==> src/rtl/prefetch_queue.sv <==
// prefetch_queue
//   Instruction fetch front end. Holds the fetch PC, issues sequential reads
//   to a synchronous instruction memory (read data returns one cycle after
//   the request), buffers the returned words tagged with their PC in a
//   DEPTH-entry FIFO, and presents the head entry to decode via valid/ready.
//   A redirect flushes the FIFO and any in-flight read, then restarts fetch
//   at the redirect target.
//
// Ports
//   clk, reset_n          clock, synchronous active-low reset
//   mem_req, mem_addr     read request / address to instruction memory
//   mem_rdata             read data, valid the cycle after mem_req
//   instr_valid/ready     head entry handshake towards decode
//   instr_data, instr_pc  head instruction word and its PC
//   redirect_valid/pc     restart fetch at redirect_pc
//   halt                  block new requests; queue keeps draining
//   occupancy             entries currently held in the FIFO
module prefetch_queue #(
    parameter int ADDR_W  = 8,
    parameter int INSTR_W = 16,
    parameter int DEPTH   = 4,
    localparam int PTR_W  = $clog2(DEPTH),
    localparam int OCC_W  = $clog2(DEPTH + 1)
) (
    input  logic               clk,
    input  logic               reset_n,
    output logic               mem_req,
    output logic [ADDR_W-1:0]  mem_addr,
    input  logic [INSTR_W-1:0] mem_rdata,
    output logic               instr_valid,
    input  logic               instr_ready,
    output logic [INSTR_W-1:0] instr_data,
    output logic [ADDR_W-1:0]  instr_pc,
    input  logic               redirect_valid,
    input  logic [ADDR_W-1:0]  redirect_pc,
    input  logic               halt,
    output logic [OCC_W-1:0]   occupancy
);

    logic [ADDR_W-1:0]  fetch_pc_q, fetch_pc_d;
    logic               inflight_q, inflight_d;
    logic [ADDR_W-1:0]  inflight_pc_q, inflight_pc_d;
    logic [PTR_W-1:0]   wr_ptr_q, wr_ptr_d;
    logic [PTR_W-1:0]   rd_ptr_q, rd_ptr_d;
    logic [OCC_W-1:0]   count_q, count_d;

    logic [INSTR_W-1:0] data_q [DEPTH];
    logic [ADDR_W-1:0]  pc_q   [DEPTH];

    logic               push;
    logic               pop;
    logic               not_empty;
    logic [OCC_W:0]     credit;

    // The in-flight read already owns a slot, so it is counted against
    // DEPTH before another request may be issued.
    assign credit    = {1'b0, count_q} + {{OCC_W{1'b0}}, inflight_q};
    assign not_empty = (count_q != '0);

    assign mem_req     = reset_n && !redirect_valid && !halt &&
                         (credit < (OCC_W + 1)'(DEPTH));
    assign mem_addr    = fetch_pc_q;

    assign push        = inflight_q && !redirect_valid;
    assign instr_valid = reset_n && not_empty && !redirect_valid;
    assign pop         = instr_valid && instr_ready;

    // Storage is not reset, so the head is forced to zero while empty.
    assign instr_data  = not_empty ? data_q[rd_ptr_q] : '0;
    assign instr_pc    = not_empty ? pc_q[rd_ptr_q]   : '0;
    assign occupancy   = count_q;

    always_comb begin
        fetch_pc_d    = fetch_pc_q;
        inflight_d    = inflight_q;
        inflight_pc_d = inflight_pc_q;
        wr_ptr_d      = wr_ptr_q;
        rd_ptr_d      = rd_ptr_q;
        count_d       = count_q;

        if (redirect_valid) begin
            fetch_pc_d = redirect_pc;
            inflight_d = 1'b0;
            wr_ptr_d   = '0;
            rd_ptr_d   = '0;
            count_d    = '0;
        end else begin
            inflight_d = mem_req;
            if (mem_req) begin
                fetch_pc_d    = fetch_pc_q + ADDR_W'(1);
                inflight_pc_d = fetch_pc_q;
            end
            if (push) begin
                wr_ptr_d = wr_ptr_q + PTR_W'(1);
            end
            if (pop) begin
                rd_ptr_d = rd_ptr_q + PTR_W'(1);
            end
            case ({push, pop})
                2'b10:   count_d = count_q + OCC_W'(1);
                2'b01:   count_d = count_q - OCC_W'(1);
                default: count_d = count_q;
            endcase
        end
    end

    always_ff @(posedge clk) begin
        if (!reset_n) begin
            fetch_pc_q    <= '0;
            inflight_q    <= 1'b0;
            inflight_pc_q <= '0;
            wr_ptr_q      <= '0;
            rd_ptr_q      <= '0;
            count_q       <= '0;
        end else begin
            fetch_pc_q    <= fetch_pc_d;
            inflight_q    <= inflight_d;
            inflight_pc_q <= inflight_pc_d;
            wr_ptr_q      <= wr_ptr_d;
            rd_ptr_q      <= rd_ptr_d;
            count_q       <= count_d;
        end
    end

    always_ff @(posedge clk) begin
        if (reset_n && push) begin
            data_q[wr_ptr_q] <= mem_rdata;
            pc_q[wr_ptr_q]   <= inflight_pc_q;
        end
    end

endmodule

==> config.mk <==
export PLATFORM = sky130hd
export DESIGN_NAME = prefetch_queue
export DESIGN_NICKNAME = d
export VERILOG_FILES = /design/src/rtl/prefetch_queue.sv
export SDC_FILE = /design/constraint.sdc
export NUM_CORES = 1
export LEC_CHECK = 0
export CAP_MARGIN = 5
export CORE_AREA = 10 10 110 112
export CTS_CLUSTER_DIAMETER = 200
export DETAILED_ROUTE_END_ITERATION = 7
export DIE_AREA = 0 0 120 122
export PLACE_DENSITY_LB_ADDON = 0.25
export RECOVER_POWER = 25
export SETUP_SLACK_MARGIN = 0.15
export SKIP_LAST_GASP = 1
export SYNTH_ARGS = -nofsm -noshare
export SYNTH_HDL_FRONTEND = slang
export SYNTH_SLANG_ARGS = --single-unit
==> constraint.sdc <==
create_clock -name clk -period 7.1 [get_ports clk]
set_input_delay 1.42 -clock clk [delete_from_list [all_inputs] [get_ports clk]]
set_output_delay 1.42 -clock clk [all_outputs]
set_load 0.05 [all_outputs]
==> results of run 1 <==
how the worst min path moves through the flow:
stage | slack, ns | start | end | cells past startpoint
6_report | 0.50 | inflight_pc_q[2] | inflight_pc_q[2] | 2
5_1_grt | 0.53 | mem_addr[7] | mem_addr[7] | 2
4_1_cts | 0.50 | inflight_pc_q[2] | inflight_pc_q[2] | 2
3_5_place_dp | 0.49 | inflight_pc_q[1] | pc_q[2][1] | 0
3_3_place_gp | 0.48 | inflight_pc_q[5] | pc_q[2][5] | 0
2_1_floorplan | 0.46 | inflight_pc_q[0] | pc_q[0][0] | 0
where the power goes:
part / leakage [nW] / internal, mW / switching, mW
Clock: 0.275 / 0.533 / 0.299
Sequential: 1.14 / 0.773 / 0.00655
Combinational: 0.658 / 0.0274 / 0.0361
Total: 2.08 / 1.33 / 0.342
cell families (layout without fill, tap and decap cells):
| kind of cell | count (synthesis) | count (layout) | synth area share, % |
|---|---|---|---|
| AOI/OAI and AO/OA | 33 | 33 | 4.17 |
| xor gates and xnor gates | 5 | 5 | 0.907 |
| adders and majority gates | 7 | 7 | 1.97 |
| buffers and inverters | 25 | 113 | 2.12 |
| DFF | 122 | 122 | 70.5 |
| muxes | 25 | 25 | 11.4 |
| and+or+nand+nor | 86 | 86 | 8.94 |
sequential cells by signal, summed over array words and instances, names as in the netlist, named ones only:
signal and flops:
inflight_pc_q 8, rd_ptr_q 2, occupancy 3, wr_ptr_q 2, data_q 64, inflight_q 1, mem_addr 8, pc_q 32
synth_stat cells, types with 2 or more instances:
cell type / number
o41ai_1: 3
nand3_1: 3
dfxtp_1: 26
inv_1: 10
nor3_1: 2
o21ai_0: 4
ha_1: 6
xor2_1: 4
nand2_1: 33
mux4_2: 24
nor2b_1: 24
and3_1: 5
edfxtp_1: 96
a21oi_1: 17
or3_1: 2
buf_2: 3
nor2_1: 11
clkbuf_1: 9
stage by stage:
step | hold WS [ns] | setup WS [ns]
floorplan | 0.460 | 2.83
global placement | 0.477 | 1.30
detailed placement | 0.487 | 1.27
CTS | 0.504 | 1.26
global route | 0.526 | 1.11
finish | 0.501 | 1.24
critical path, stage by stage:
cell and delay [ns]:
clkdlybuf4s50_1 0.62, or4b_4 0.66, or2_1 0.42, inv_1 0.40
clkdlybuf4s50_1 0.90
area by class of cell:
cell class | count | area [µm²] | share of cell area, %
clock buffer | 17 | 414 | 6.65
clock inverter | 15 | 176 | 2.83
inverter | 10 | 37.5 | 0.603
multi-input combinational | 156 | 1330 | 21.3
sequential | 122 | 3400 | 54.7
tap | 136 | 170 | 2.73
timing repair buffer | 71 | 696 | 11.2
metal layers:
metal,GRT usage [%],up-vias
met2,21.8,79
met3,5.60,9
met5,0,-
met1,15.9,1370
li1,-,1295
met4,4.52,0
==> flow_summary.json, run 1 <==
{
  "crit_end": "mem_req",
  "total_power_mw": 1.68,
  "cap_violations": 0,
  "grt_overflow": 0,
  "antenna_found_initial": 0,
  "n_fill_cell": 750,
  "ctsHoldBuffers": 0,
  "num_vias": 2753,
  "synth_area_leader_cell": "edfxtp_1",
  "cts_sinks": 122,
  "synth_seq_cells": 122,
  "rr_worst_depth": 10,
  "rsz0062_at_grt": "false",
  "antennaDiodeCount": 0,
  "ant_nets": 0,
  "wl_met2_mm": 4.51,
  "most-common-layout-cells": "edfxtp_1, clkdlybuf4s50_1, nand2_1, dfxtp_1",
  "cts_tree": "built",
  "fin_crit_sh_pct": 82.5,
  "dp_hpwl_mm": 5.63,
  "cts-root-buf": "clkbuf_8",
  "r2r_setup_slack_ns": 4.73,
  "ir_worst_vdd_mv": 0.172,
  "area_growth_pct": 28.9,
  "start_util_pct": 48.1,
  "final_common_cell": "edfxtp_1",
  "die_area_mm2": 0.0146,
  "post_cts.repair.setup_buffers": 0,
  "grt_pass1_vias": 2975,
  "max_slew_margin_pct": 41.2,
  "grt_pass1_wl_mm": 15.4,
  "seq_area_frac_synth_pct": 70.5,
  "tns_ns": 0,
  "ctsHtreeMaxLevel": 4,
  "drv_slew": 0,
  "placed_cells": 495,
  "ys_warn_count": 0,
  "drc": 0,
  "r2r-start": "occupancy[0]",
  "yosysTopAreaCellShare_pct": 59.7,
  "startpoint_type": "input pin",
  "core.rowCount": 37,
  "critPathMaxFanout": 15,
  "cts_resized": 0,
  "max_freq_mhz": 171,
  "finClkSkew_ns": 0.00952,
  "finalCriticalPeriod_ns": 5.86,
  "grt_max_degree": 27,
  "cts_buffer_depth": 2,
  "numCtsBuffers": 17,
  "finalHoldViolations": 0,
  "crit_type": "input pin to primary output",
  "p_leak_nw": 2.08,
  "netlist_top_cells_area": "edfxtp_1, mux4_2, dfxtp_1, nor2b_1, nand2_1",
  "yosys.cell_types.count": 39,
  "top_layer": "met4",
  "portBuffers": 65,
  "crit_arrival_ns": 4.44,
  "reg2reg_to": "occupancy[2]",
  "status": "complete, no violations",
  "drt_wl_total_mm": 9.27,
  "min-delay-path-class": "flip-flop to flip-flop",
  "wl_met3_um": 628,
  "wl_met1_mm": 4.05,
  "worstMarginPinSlew_ns": 0.881,
  "stdcell_count": 527,
  "routedWlPerCell_um": 17.6,
  "synth-async-reset-ratio_pct": 0,
  "clk_pin_slew_ns": 0.06,
  "end_kind": "primary output",
  "finalSetupViolCount": 0,
  "synth-edff-count": 96,
  "io_pins": 66,
  "grt_use_total_pct": 13.4,
  "gp_congestion": 0.849,
  "crit_path_start": "redirect_valid",
  "stdcell_area_mm2": 0.00623,
  "nNetsFinal": 414,
  "fp.dieW_um": 120,
  "die_h_um": 122,
  "syn_area_per_cell_um2": 15.9,
  "via_per_inst": 5.22,
  "clk_latency_ns": 0.50,
  "drive_gt1_share_pct": 16.4,
  "dr.pass1.iters": 4,
  "synth_fp_nets": 339,
  "crit_required_ns": 5.68,
  "utilization_pct": 62.0,
  "power.density_mw_per_mm2": 269,
  "ys.flop_type": "edfxtp_1",
  "drt_iter0_markers": 205,
  "netlist_area_mm2": 0.00483,
  "synth_cells": 303,
  "core_mm2": 0.0100,
  "dpl_cell_area_mm2": 0.00564
}
Power figures use the tool's default switching activity.
==> run 2, diff against run 1 <==
--- a/config.mk
+++ b/config.mk
@@ -6,10 +6,10 @@
 export NUM_CORES = 1
 export LEC_CHECK = 0
 export CAP_MARGIN = 5
-export CORE_AREA = 10 10 110 112
+export CORE_AREA = 10 10 111 113
 export CTS_CLUSTER_DIAMETER = 200
 export DETAILED_ROUTE_END_ITERATION = 7
-export DIE_AREA = 0 0 120 122
+export DIE_AREA = 0 0 121 123
 export PLACE_DENSITY_LB_ADDON = 0.25
 export RECOVER_POWER = 25
 export SETUP_SLACK_MARGIN = 0.15
==> constraint.sdc (replaced) <==
create_clock -name clk -period 5.3 [get_ports clk]
set_input_delay 1.06 -clock clk [delete_from_list [all_inputs] [get_ports clk]]
set_output_delay 1.06 -clock clk [all_outputs]
set_load 0.05 [all_outputs]
==> run 2 against run 1 <==
Cell area up 0.20%. Cell count up 0.19%. Worst setup slack worse by 0.096 ns. Register-to-register slack worse by 1.8 ns. Power up 35%. First-iteration DRC count down 16%. Die area up 1.7%. Sequential share of layout area down 0.11 points.
==> flow_summary.json, run 2 (synthesis gave the netlist of run 1 again) <==
{
  "status": "complete, no violations",
  "numCtsBuffers": 17,
  "portBuffers": 65,
  "antenna_found_initial": 0,
  "antennaDiodeCount": 0,
  "cts_buffer_depth": 2,
  "final_common_cell": "edfxtp_1",
  "min-delay-path-class": "flip-flop to flip-flop",
  "cts-root-buf": "clkbuf_8",
  "most-common-layout-cells": "edfxtp_1, clkdlybuf4s50_1, nand2_1, dfxtp_1",
  "crit_type": "input pin to primary output",
  "grt_pass1_wl_mm": 14.9,
  "p_leak_nw": 2.09,
  "drive_gt1_share_pct": 16.3,
  "grt_pass1_vias": 2834,
  "timing.final.ws_setup_ns": 1.15,
  "start_util_pct": 47.6,
  "crit_arrival_ns": 3.09,
  "gp_congestion": 0.930,
  "drv_slew": 0,
  "placed_cells": 496,
  "dp_hpwl_mm": 5.59,
  "clk_latency_ns": 0.50,
  "die_h_um": 123,
  "dr.pass1.iters": 4,
  "nNetsFinal": 415,
  "startpoint_type": "input pin",
  "stdcell_count": 528,
  "crit_required_ns": 4.24,
  "end_kind": "primary output",
  "ctsHtreeMaxLevel": 4,
  "grt_overflow": 0,
  "clk_pin_slew_ns": 0.05,
  "total_power_mw": 2.27,
  "finalSetupViolCount": 0,
  "via_per_inst": 5.12,
  "top_regs": "data_q (64), pc_q (32)",
  "ant_nets": 0,
  "post_cts.repair.setup_buffers": 0,
  "tns_ns": 0,
  "ir_worst_vdd_mv": 0.253,
  "drc": 0,
  "die_area_mm2": 0.0149,
  "fin_crit_sh_pct": 78.4,
  "max_slew_margin_pct": 42.3,
  "area_growth_pct": 29.2,
  "rsz0062_at_grt": "false",
  "critPathMaxFanout": 15,
  "routedWlPerCell_um": 17.5,
  "power.density_mw_per_mm2": 364,
  "core.rowCount": 37,
  "max_freq_mhz": 241,
  "io_pins": 66,
  "hold-worst-slack_ns": 0.507,
  "cts_resized": 0,
  "fp.dieW_um": 121,
  "worstMarginPinSlew_ns": 0.865,
  "largest_reg_flops": 64,
  "cts_sinks": 122,
  "cts_tree": "built",
  "cap_violations": 0,
  "drt_wl_total_mm": 9.24,
  "finalHoldViolations": 0,
  "finClkSkew_ns": 0.0129,
  "finalCriticalPeriod_ns": 4.15,
  "ctsHoldBuffers": 0,
  "num_vias": 2702,
  "drt_iter0_markers": 172,
  "post-place-ws_ns": 1.14,
  "core_mm2": 0.0101,
  "largest_register": "data_q",
  "grt_use_total_pct": 12.8,
  "grt_max_degree": 27
}
==> run 2: layout make-up <==
| cell class | instances | area, µm² |
|---|---|---|
| Multi-Input combinational cell | 156 | 1330 |
| Fill cell | 730 | 3900 |
| Tap cell | 136 | 170 |
| Timing Repair Buffer | 72 | 701 |
| Inverter | 10 | 37.5 |
| Clock buffer | 19 | 422 |
| Sequential cell | 122 | 3400 |
| Clock inverter | 13 | 176 |
==> run 2: worst max-delay path, stage by stage <==
cell and delay (ns):
clkdlybuf4s50_1 0.60, or4b_4 0.64, or2_1 0.43, inv_1 0.14
buf_4 0.21
==> run 2: worst paths after layout <==
path / cells after the start / slack (ns) / to / start
worst max register to register: 10 / 2.96 / occupancy[2] / occupancy[0]
worst min-delay path: 2 / 0.51 / inflight_pc_q[7] / mem_addr[7]
worst max-delay path: 5 / 1.15 / mem_req / redirect_valid
worst min register to register: 2 / 0.51 / inflight_pc_q[7] / mem_addr[7]
==> run 2: per-stage QoR <==
step                      util, %  instance area, µm²
after global placement       55.6                5640
final                        61.5                6240
after CTS                    61.5                6240
after global routing         61.5                6240
after floorplan                 -                4830
after detailed placement     55.6                5640
==> run 2: power breakdown <==
group / leakage, nW / internal, mW / switching [mW] / total (mW)
clock network: 0.279 / 0.758 / 0.380 / 1.14
registers: 1.14 / 1.04 / 0.00891 / 1.05
logic: 0.665 / 0.0372 / 0.0482 / 0.0854
total: 2.09 / 1.83 / 0.437 / 2.27
==> run 2: layer usage <==
| layer | GRT usage [%] | share of wire [%] | wire length [µm] |
|---|---|---|---|
| met2 | 20.4 | 49 | 4520 |
| met4 | 3.92 | 0.21 | 19 |
| met1 | 15.8 | 45 | 4140 |
| met3 | 5.10 | 6.0 | 556 |
| met5 | 0 | 0 | 0 |
